### src/rtl/fetch_pkg.sv
// Shared types and constants for the instruction-fetch stage.
package fetch_pkg;

  localparam int unsigned INSTR_W = 16;
  localparam int unsigned PC_W    = 16;

  localparam logic [INSTR_W-1:0] NOP_INSTR = 16'h0800;
  localparam logic [PC_W-1:0]    RESET_PC  = 16'h0000;

  typedef enum logic [2:0] {
    REQ,
    WAIT,
    BUF,
    DRAIN,
    HALTED
  } fetchState_t;

  // Instructions are halfword aligned; the low address bit is never used.
  function automatic logic [PC_W-1:0] alignPc(input logic [PC_W-1:0] pc);
    return {pc[PC_W-1:1], 1'b0};
  endfunction

endpackage

### src/rtl/fetch_stage_ifid.sv
// IF/ID pipeline register: flush to bubble takes priority over write-enable.
module ifid_reg
  import fetch_pkg::*;
#(
  parameter logic [INSTR_W-1:0] NOP_INSTR = fetch_pkg::NOP_INSTR
) (
  input  logic               clk,
  input  logic               rst,
  input  logic               writeEn,
  input  logic               flush,
  input  logic [INSTR_W-1:0] instrIn,
  input  logic [PC_W-1:0]    pcPlus2In,
  input  logic               validIn,
  output logic [INSTR_W-1:0] instr,
  output logic [PC_W-1:0]    pcPlus2,
  output logic               valid
);

  // A bubble keeps the previous pcPlus2 so decode sees a stable PC context.
  always_ff @(posedge clk or posedge rst) begin
    if (rst) begin
      instr   <= NOP_INSTR;
      pcPlus2 <= '0;
      valid   <= 1'b0;
    end else if (flush) begin
      instr   <= NOP_INSTR;
      valid   <= 1'b0;
    end else if (writeEn) begin
      instr   <= instrIn;
      pcPlus2 <= pcPlus2In;
      valid   <= validIn;
    end
  end

endmodule

### src/rtl/fetch_stage.sv
// Instruction fetch: PC, imem request handshake, one-entry skid buffer,
// redirect flush and halt handling, feeding the IF/ID register.
module fetch_stage
  import fetch_pkg::*;
#(
  parameter logic [PC_W-1:0]    RESET_PC  = fetch_pkg::RESET_PC,
  parameter logic [INSTR_W-1:0] NOP_INSTR = fetch_pkg::NOP_INSTR
) (
  input  logic               clk,
  input  logic               rst,
  input  logic               writePc,
  input  logic               writeIfId,
  input  logic               redirect,
  input  logic [PC_W-1:0]    redirectPc,
  input  logic               haltId,
  output logic               imemReq,
  output logic [PC_W-1:0]    imemAddr,
  input  logic               imemDone,
  input  logic [INSTR_W-1:0] imemRdata,
  output logic [INSTR_W-1:0] instrIfId,
  output logic [PC_W-1:0]    pcPlus2IfId,
  output logic               validIfId
);

  fetchState_t        state;
  logic [PC_W-1:0]    pc;
  logic [PC_W-1:0]    pcPlus2;
  logic [INSTR_W-1:0] bufData;
  logic [INSTR_W-1:0] availData;
  logic               stall;
  logic               inFlight;
  logic               pendingNoDone;
  logic               avail;
  logic               ifidLoad;
  logic               ifidFlush;

  assign stall         = !writePc || !writeIfId;
  assign inFlight      = (state == REQ) || (state == WAIT);
  assign pendingNoDone = inFlight && !imemDone;
  assign avail         = (inFlight && imemDone) || (state == BUF);
  assign availData     = (state == BUF) ? bufData : imemRdata;
  assign pcPlus2       = pc + PC_W'(2);

  // IF/ID takes a real instruction only when nothing overrides it; any
  // unstalled cycle without one (and every redirect) writes a bubble.
  assign ifidLoad  = !redirect && !stall && !haltId && avail;
  assign ifidFlush = redirect || (!stall && !ifidLoad);

  assign imemReq  = !rst && (state == REQ);
  assign imemAddr = pc;

  always_ff @(posedge clk or posedge rst) begin
    if (rst) begin
      state   <= REQ;
      pc      <= RESET_PC;
      bufData <= '0;
    end else if (redirect) begin
      pc    <= alignPc(redirectPc);
      state <= pendingNoDone ? DRAIN : REQ;
    end else begin
      unique case (state)
        REQ, WAIT, BUF: begin
          if (!stall && haltId) begin
            state <= pendingNoDone ? DRAIN : HALTED;
          end else if (avail) begin
            if (!stall) begin
              pc    <= pcPlus2;
              state <= REQ;
            end else if (state != BUF) begin
              bufData <= imemRdata;
              state   <= BUF;
            end
          end else begin
            state <= WAIT;
          end
        end
        // haltId is held by decode, so it is still visible once the drain ends.
        DRAIN: begin
          if (imemDone) begin
            state <= (haltId && !stall) ? HALTED : REQ;
          end
        end
        HALTED:  state <= HALTED;
        default: state <= REQ;
      endcase
    end
  end

  ifid_reg #(
    .NOP_INSTR(NOP_INSTR)
  ) uIfid (
    .clk      (clk),
    .rst      (rst),
    .writeEn  (ifidLoad),
    .flush    (ifidFlush),
    .instrIn  (availData),
    .pcPlus2In(pcPlus2),
    .validIn  (1'b1),
    .instr    (instrIfId),
    .pcPlus2  (pcPlus2IfId),
    .valid    (validIfId)
  );

endmodule

### config.mk
export PLATFORM = sky130hd
export DESIGN_NAME = fetch_stage
export DESIGN_NICKNAME = d
export VERILOG_FILES = /design/src/rtl/fetch_pkg.sv /design/src/rtl/fetch_stage_ifid.sv /design/src/rtl/fetch_stage.sv
export SDC_FILE = /design/constraint.sdc
export NUM_CORES = 1
export LEC_CHECK = 0
export ABC_AREA = 0
export CAP_MARGIN = 5
export CORE_MARGIN = 8
export CORE_UTILIZATION = 49
export CTS_CLUSTER_DIAMETER = 120
export CTS_CLUSTER_SIZE = 28
export DETAILED_ROUTE_END_ITERATION = 6
export PLACE_DENSITY = 0.91
export SETUP_SLACK_MARGIN = 0.15
export SLEW_MARGIN = 20
export SYNTH_ARGS = -nofsm -noshare
export SYNTH_HDL_FRONTEND = slang
export SYNTH_SLANG_ARGS = --single-unit
### constraint.sdc
create_clock -name clk -period 2.7 [get_ports clk]
set_input_delay 0.675 -clock clk [delete_from_list [all_inputs] [get_ports clk]]
set_output_delay 0.675 -clock clk [all_outputs]
set_load 0.02 [all_outputs]
### Yosys cells after proc, flatten, opt, wreduce, memory -nomap -nowiden

Cells that the tools add are included.

| operators by class | value |
|---|---|
| $add $sub $neg | 1 |
| bitwise gates (word level) | 3 |
| reductions and logical operators | 29 |
| equal/unequal tests | 9 |
| mux-type cells | 20 |

Operator list:

| kind | count |
|---|---|
| 16-bit 2-to-1 mux | 8 |
| 3-bit 2-to-1 mux | 8 |
| 16-bit by 2-bit adder with 16-bit output, second input constant | 1 |
| 3-bit case mux with 3 select lines | 1 |
| 1-bit logical AND | 8 |
| 1-bit zero test | 8 |
| 3-bit by 2-bit equality test with 1-bit output, second input constant | 2 |
| 6-bit != test, second input constant | 1 |
| 6-bit AND reduction | 1 |
| 2-bit nonzero test | 3 |
| 1-bit logical OR | 4 |
| 2-bit != test, second input constant | 2 |
| 2-bit AND reduction | 2 |
| 4-bit AND reduction | 1 |
| 3-bit by 1-bit equality test with 1-bit output, second input constant | 1 |
| 3-bit equality test, second input constant | 1 |
| 3-bit zero test | 1 |
| 3-bit by 2-bit != test with 1-bit output, second input constant | 1 |
| 3-bit != test, second input constant | 1 |
| 1-bit inverter | 3 |
| 3-bit OR reduction | 1 |
| 1-bit 2-to-1 mux | 2 |
| 2-bit 2-to-1 mux | 1 |

| storage, ports and cells | value |
|---|---|
| word-level logic and storage cells | 68 |
| input port bits | 39 |
| output and inout bits | 50 |
| register bits after elaboration | 68 |

### Depth between registers and ports, before layout

| logic depth | value |
|---|---|
| depth after elaboration | 11 |
| depth in mapped cells | 7 |
| mapped depth without buffers | 5 |

### Modules after synthesis

A second synthesis with hierarchy kept.

| unflattened totals | value |
|---|---|
| cell total of the unflattened synthesis | 304 |
| area total of the unflattened synthesis | 3568.4 um^2 |

By module, submodules not included:

| module | sequential area each (um^2) | area an instance (um^2) | instances | cells each |
|---|---|---|---|---|
| fetch_stage | 850.8 | 2212.1 | 1 | 213 |
| ifid_reg | 827.0 | 1356.3 | 1 | 91 |

### Least setup slack after synthesis

Ideal clock, no wire load.

| timing path | value |
|---|---|
| path kind | input to output |
| from | in rst |
| to | out imemReq |
| path buffers | 0 |
| path slack | 0.723 ns |
| stages on the path | 1 |
| arrival | 1.302 ns |
| required time | 2.025 ns |
| cells stage by stage | nor4_1 |

| on the way | value |
|---|---|
| longest elaborated chain between the ends | 2 |

Ends and longest elaborated chain:

| element | line | RTL |
|---|---|---|
| start, declared | fetch_stage.sv:10 | `input logic rst,` |
| 1-bit zero test (no source line) | n/a |  |
| 1-bit logical AND | fetch_stage.sv:49 | `assign imemReq = !rst && (state == REQ);` |
| end, declared | fetch_stage.sv:16 | `output logic imemReq,` |

Every way passes these cells.

### Worst setup path after layout

Ends and elaborated chain as after synthesis.

==> results.cfg <==
[outcome]
status = finished clean

[setup_path]
worstPathCellList = clkdlybuf4s50_1 > nor4_1 > dlygate4sd2_1
worstReg2RegEnd = uIfid.pcPlus2[5]
timing.critical_path.slowest_stage_cell = sky130_fd_sc_hd__clkdlybuf4s50_1
setup.worst_path.class = in -> out
worst_path_largest_cell_delay_ns = 0.43
cpLargestDelayFamily = buffers and inverters
r2r_cells = 5
crit_path_buffers_inverters = 2
reg2reg_from = state[1]
largest_fanout_on_the_critical_path = 2
worstSetupEndpointType = output pin
critPathLaunchType = primary input
r2r_setup_slack_ns = 0.63
critPathArrivalTime_ns = 1.65
cp.required_ns = 2.03

[power_and_ir_drop]
powerDensity_nw_per_um2 = 673
post-layout-total-power_mw = 3.02
vdd_ir_drop_max_uv = 305
power.static_leakage_nw = 1.84

[hold_path]
holdCritPathClass = reg -> reg
holdCritStartpoint = uIfid.pcPlus2[7]
hold_end = uIfid.pcPlus2[7]
whs_path_depth = 2

[timing]
rsz0062_at_grt = no
maxSlewHeadroom = 0.486
worst_clock_skew_ns = 0.00611
post-route-worst-setup-slack_ns = 0.370
highest_clock_rate_mhz = 429
totalNegativeSetupSlack_ns = 0
timing.final.max_slew_violations = 0
hold_viol = 0
fin_crit_sh = 0.863
fin_crit_ns = 2.33
setup_viol_count_final = 0
tightest_slew_ns = 0.770

[floorplan]
die_height_um = 99.4
rows = 30
die_w_um = 99.4
initial_util = 0.504
fp.dieArea_um2 = 9870
fp.coreArea_um2 = 6760
ios = 89

[run]
drv_cap = 0

[logic_synthesis]
synth.yosys.warnings = 0
synthCells = 320
ys_ff_latch = 66
yosysSeqAreaShare = 0.485
synth-edff-count = 0
synth.distinct_cells = 51
ys.flop_type = sky130_fd_sc_hd__dfrtp_1
mappedNetlistArea_um2 = 3400
synthesis.area_per_instance_um2 = 10.6
async_s_r_ff_share_synth = 1.00

[cells_and_area]
sequential_cell_area_um2 = 1650
top_library_cells_by_usage_in_the_layout_fill_and_taps_aside = sky130_fd_sc_hd__clkdlybuf4s50_1 (84), sky130_fd_sc_hd__dfrtp_1 (65), sky130_fd_sc_hd__nand2_1 (51)
layout_commonest_cell = sky130_fd_sc_hd__clkdlybuf4s50_1
final_nets = 442
final.fill_count = 485
utilization = 0.664
drive_above_1_share = 0.140
insertedDiodeCount = 0
syn2layout_area_growth_pct = 31.7
multiInputGateArea_um2 = 1600

[global_route]
first_global_vias = 2717
wire_length_of_the_first_global_routing_pass_um = 14200
grt_use_total = 0.182
grt_antenna_before_repair = 0
grt-ovfl-total = 0
grt_max_degree = 67

[cts]
clock-sinks = 66
cts_tree = done
ctsHtreeMaxLevel = 3
cts_max_path_buffers = 2
clkLatencyLatePin_ns = 0.34
cts_root_buffer = sky130_fd_sc_hd__clkbuf_8
cts-buffers-inserted = 9
clk_pin_slew_worst_paths_ns = 0.07

[route]
drc = 0
drtPass1Iterations = 4
route.detailed.vias_per_inst = 5.55
drt_wl_total_um = 8570
dr_total_vias = 2703
detail-route-antenna-nets = 0
detail_route.wl_per_cell_um = 17.6
drt_iter0_drc = 165

[place]
io_buffers = 85
dp_worst_setup_slack_ns = 0.0259
dp.final_hpwl_um = 6130
gpl.final_weighted_congestion = 0.837
## layer usage
metal / up-vias / part of all wire / global-route usage
met5: - / 0 / 0
met2: 112 / 0.47 / 0.282
met4: 0 / 0.024 / 0.0698
li1: 1288 / - / -
met3: 16 / 0.072 / 0.0601
met1: 1287 / 0.44 / 0.229
## layout make-up
type                    count  area share
flip-flops and latches     66       0.369
multi-input cells         228       0.356
repair buffers             94       0.207
clock buffers              11      0.0315
well taps                  80      0.0223
clock inverters             5      0.0120
inverters                   3     0.00251
## worst min-delay path: cells and delay by family (launching register included)
family | cells | cell delay (ns)
compound gates | 1 | 0.06
simple gates | 1 | 0.05
flops | 1 | 0.34
## timing repair
| item | in CTS | in global routing |
|---|---|---|
| hold buffers | 0 | 0 |
| resized for setup | 1 | 0 |
| endpoints found under the setup margin | 1 | 0 |
| endpoints found under the hold margin | 0 | 0 |
| setup buffers | 0 | 0 |
## flip-flops by register name, indices dropped and copies added (netlist names)
register and flops:
uIfid.instr 16, uIfid.pcPlus2 15, imemAddr 15, bufData 16
state 3, uIfid.valid 1
## metrics by stage
| step | hold WS, ns | cell area, um^2 | instances |
|---|---|---|---|
| detailed placement | 0.471 | 4290 | 471 |
| global placement | 0.460 | 4290 | 471 |
| global route | 0.504 | 4480 | 487 |
| CTS | 0.487 | 4480 | 487 |
| finish | 0.483 | 4480 | 487 |
| floorplan | 0.479 | 3410 | 321 |
## report_power, final
| part | total [mW] | switching (mW) | internal, mW | leakage [nW] |
|---|---|---|---|---|
| sequential | 1.32 | 0.144 | 1.17 | 0.825 |
| combinational | 0.867 | 0.424 | 0.443 | 0.917 |
| clock | 0.833 | 0.384 | 0.449 | 0.103 |
| total | 3.02 | 0.953 | 2.06 | 1.84 |
## cells in the mapped netlist (6+ instances only)
cell	instances	area (um^2)
sky130_fd_sc_hd__xor2_1	10	87.6
sky130_fd_sc_hd__mux2_2	8	90.1
sky130_fd_sc_hd__nor2_1	9	33.8
sky130_fd_sc_hd__a21oi_1	6	30.0
sky130_fd_sc_hd__o211ai_1	6	45.0
sky130_fd_sc_hd__nand2_1	51	191
sky130_fd_sc_hd__o21ai_0	34	170
sky130_fd_sc_hd__dfrtp_1	65	1630
sky130_fd_sc_hd__mux2_4	10	150
sky130_fd_sc_hd__xnor2_1	10	87.6
sky130_fd_sc_hd__mux2i_1	19	190
sky130_fd_sc_hd__buf_2	9	45.0
## worst max path at each step
stage | slack, ns | start | cells past startpoint | end
6_report | 0.37 | rst | 3 | imemReq
2_1_floorplan | 0.37 | rst | 1 | bufData[0]
5_1_grt | 0.25 | writePc | 5 | bufData[5]
4_1_cts | 0.34 | rst | 3 | imemReq
3_3_place_gp | 0.06 | writePc | 5 | bufData[14]
3_5_place_dp | 0.03 | writePc | 5 | bufData[15]
## cells by family after synthesis
| kind of cell | after synthesis | share of synthesized area |
|---|---|---|
| flip-flops | 66 | 0.485 |
| XOR/XNOR | 20 | 0.0514 |
| adder cells (fa/ha/maj) | 1 | 0.00367 |
| AND/OR/NAND/NOR | 101 | 0.160 |
| AO/OA/AOI/OAI | 67 | 0.125 |
| other | 1 | 0.00110 |
| buffers and inverters | 27 | 0.0470 |
| multiplexers | 37 | 0.126 |
No activity file was read; power rests on OpenSTA's default activity.
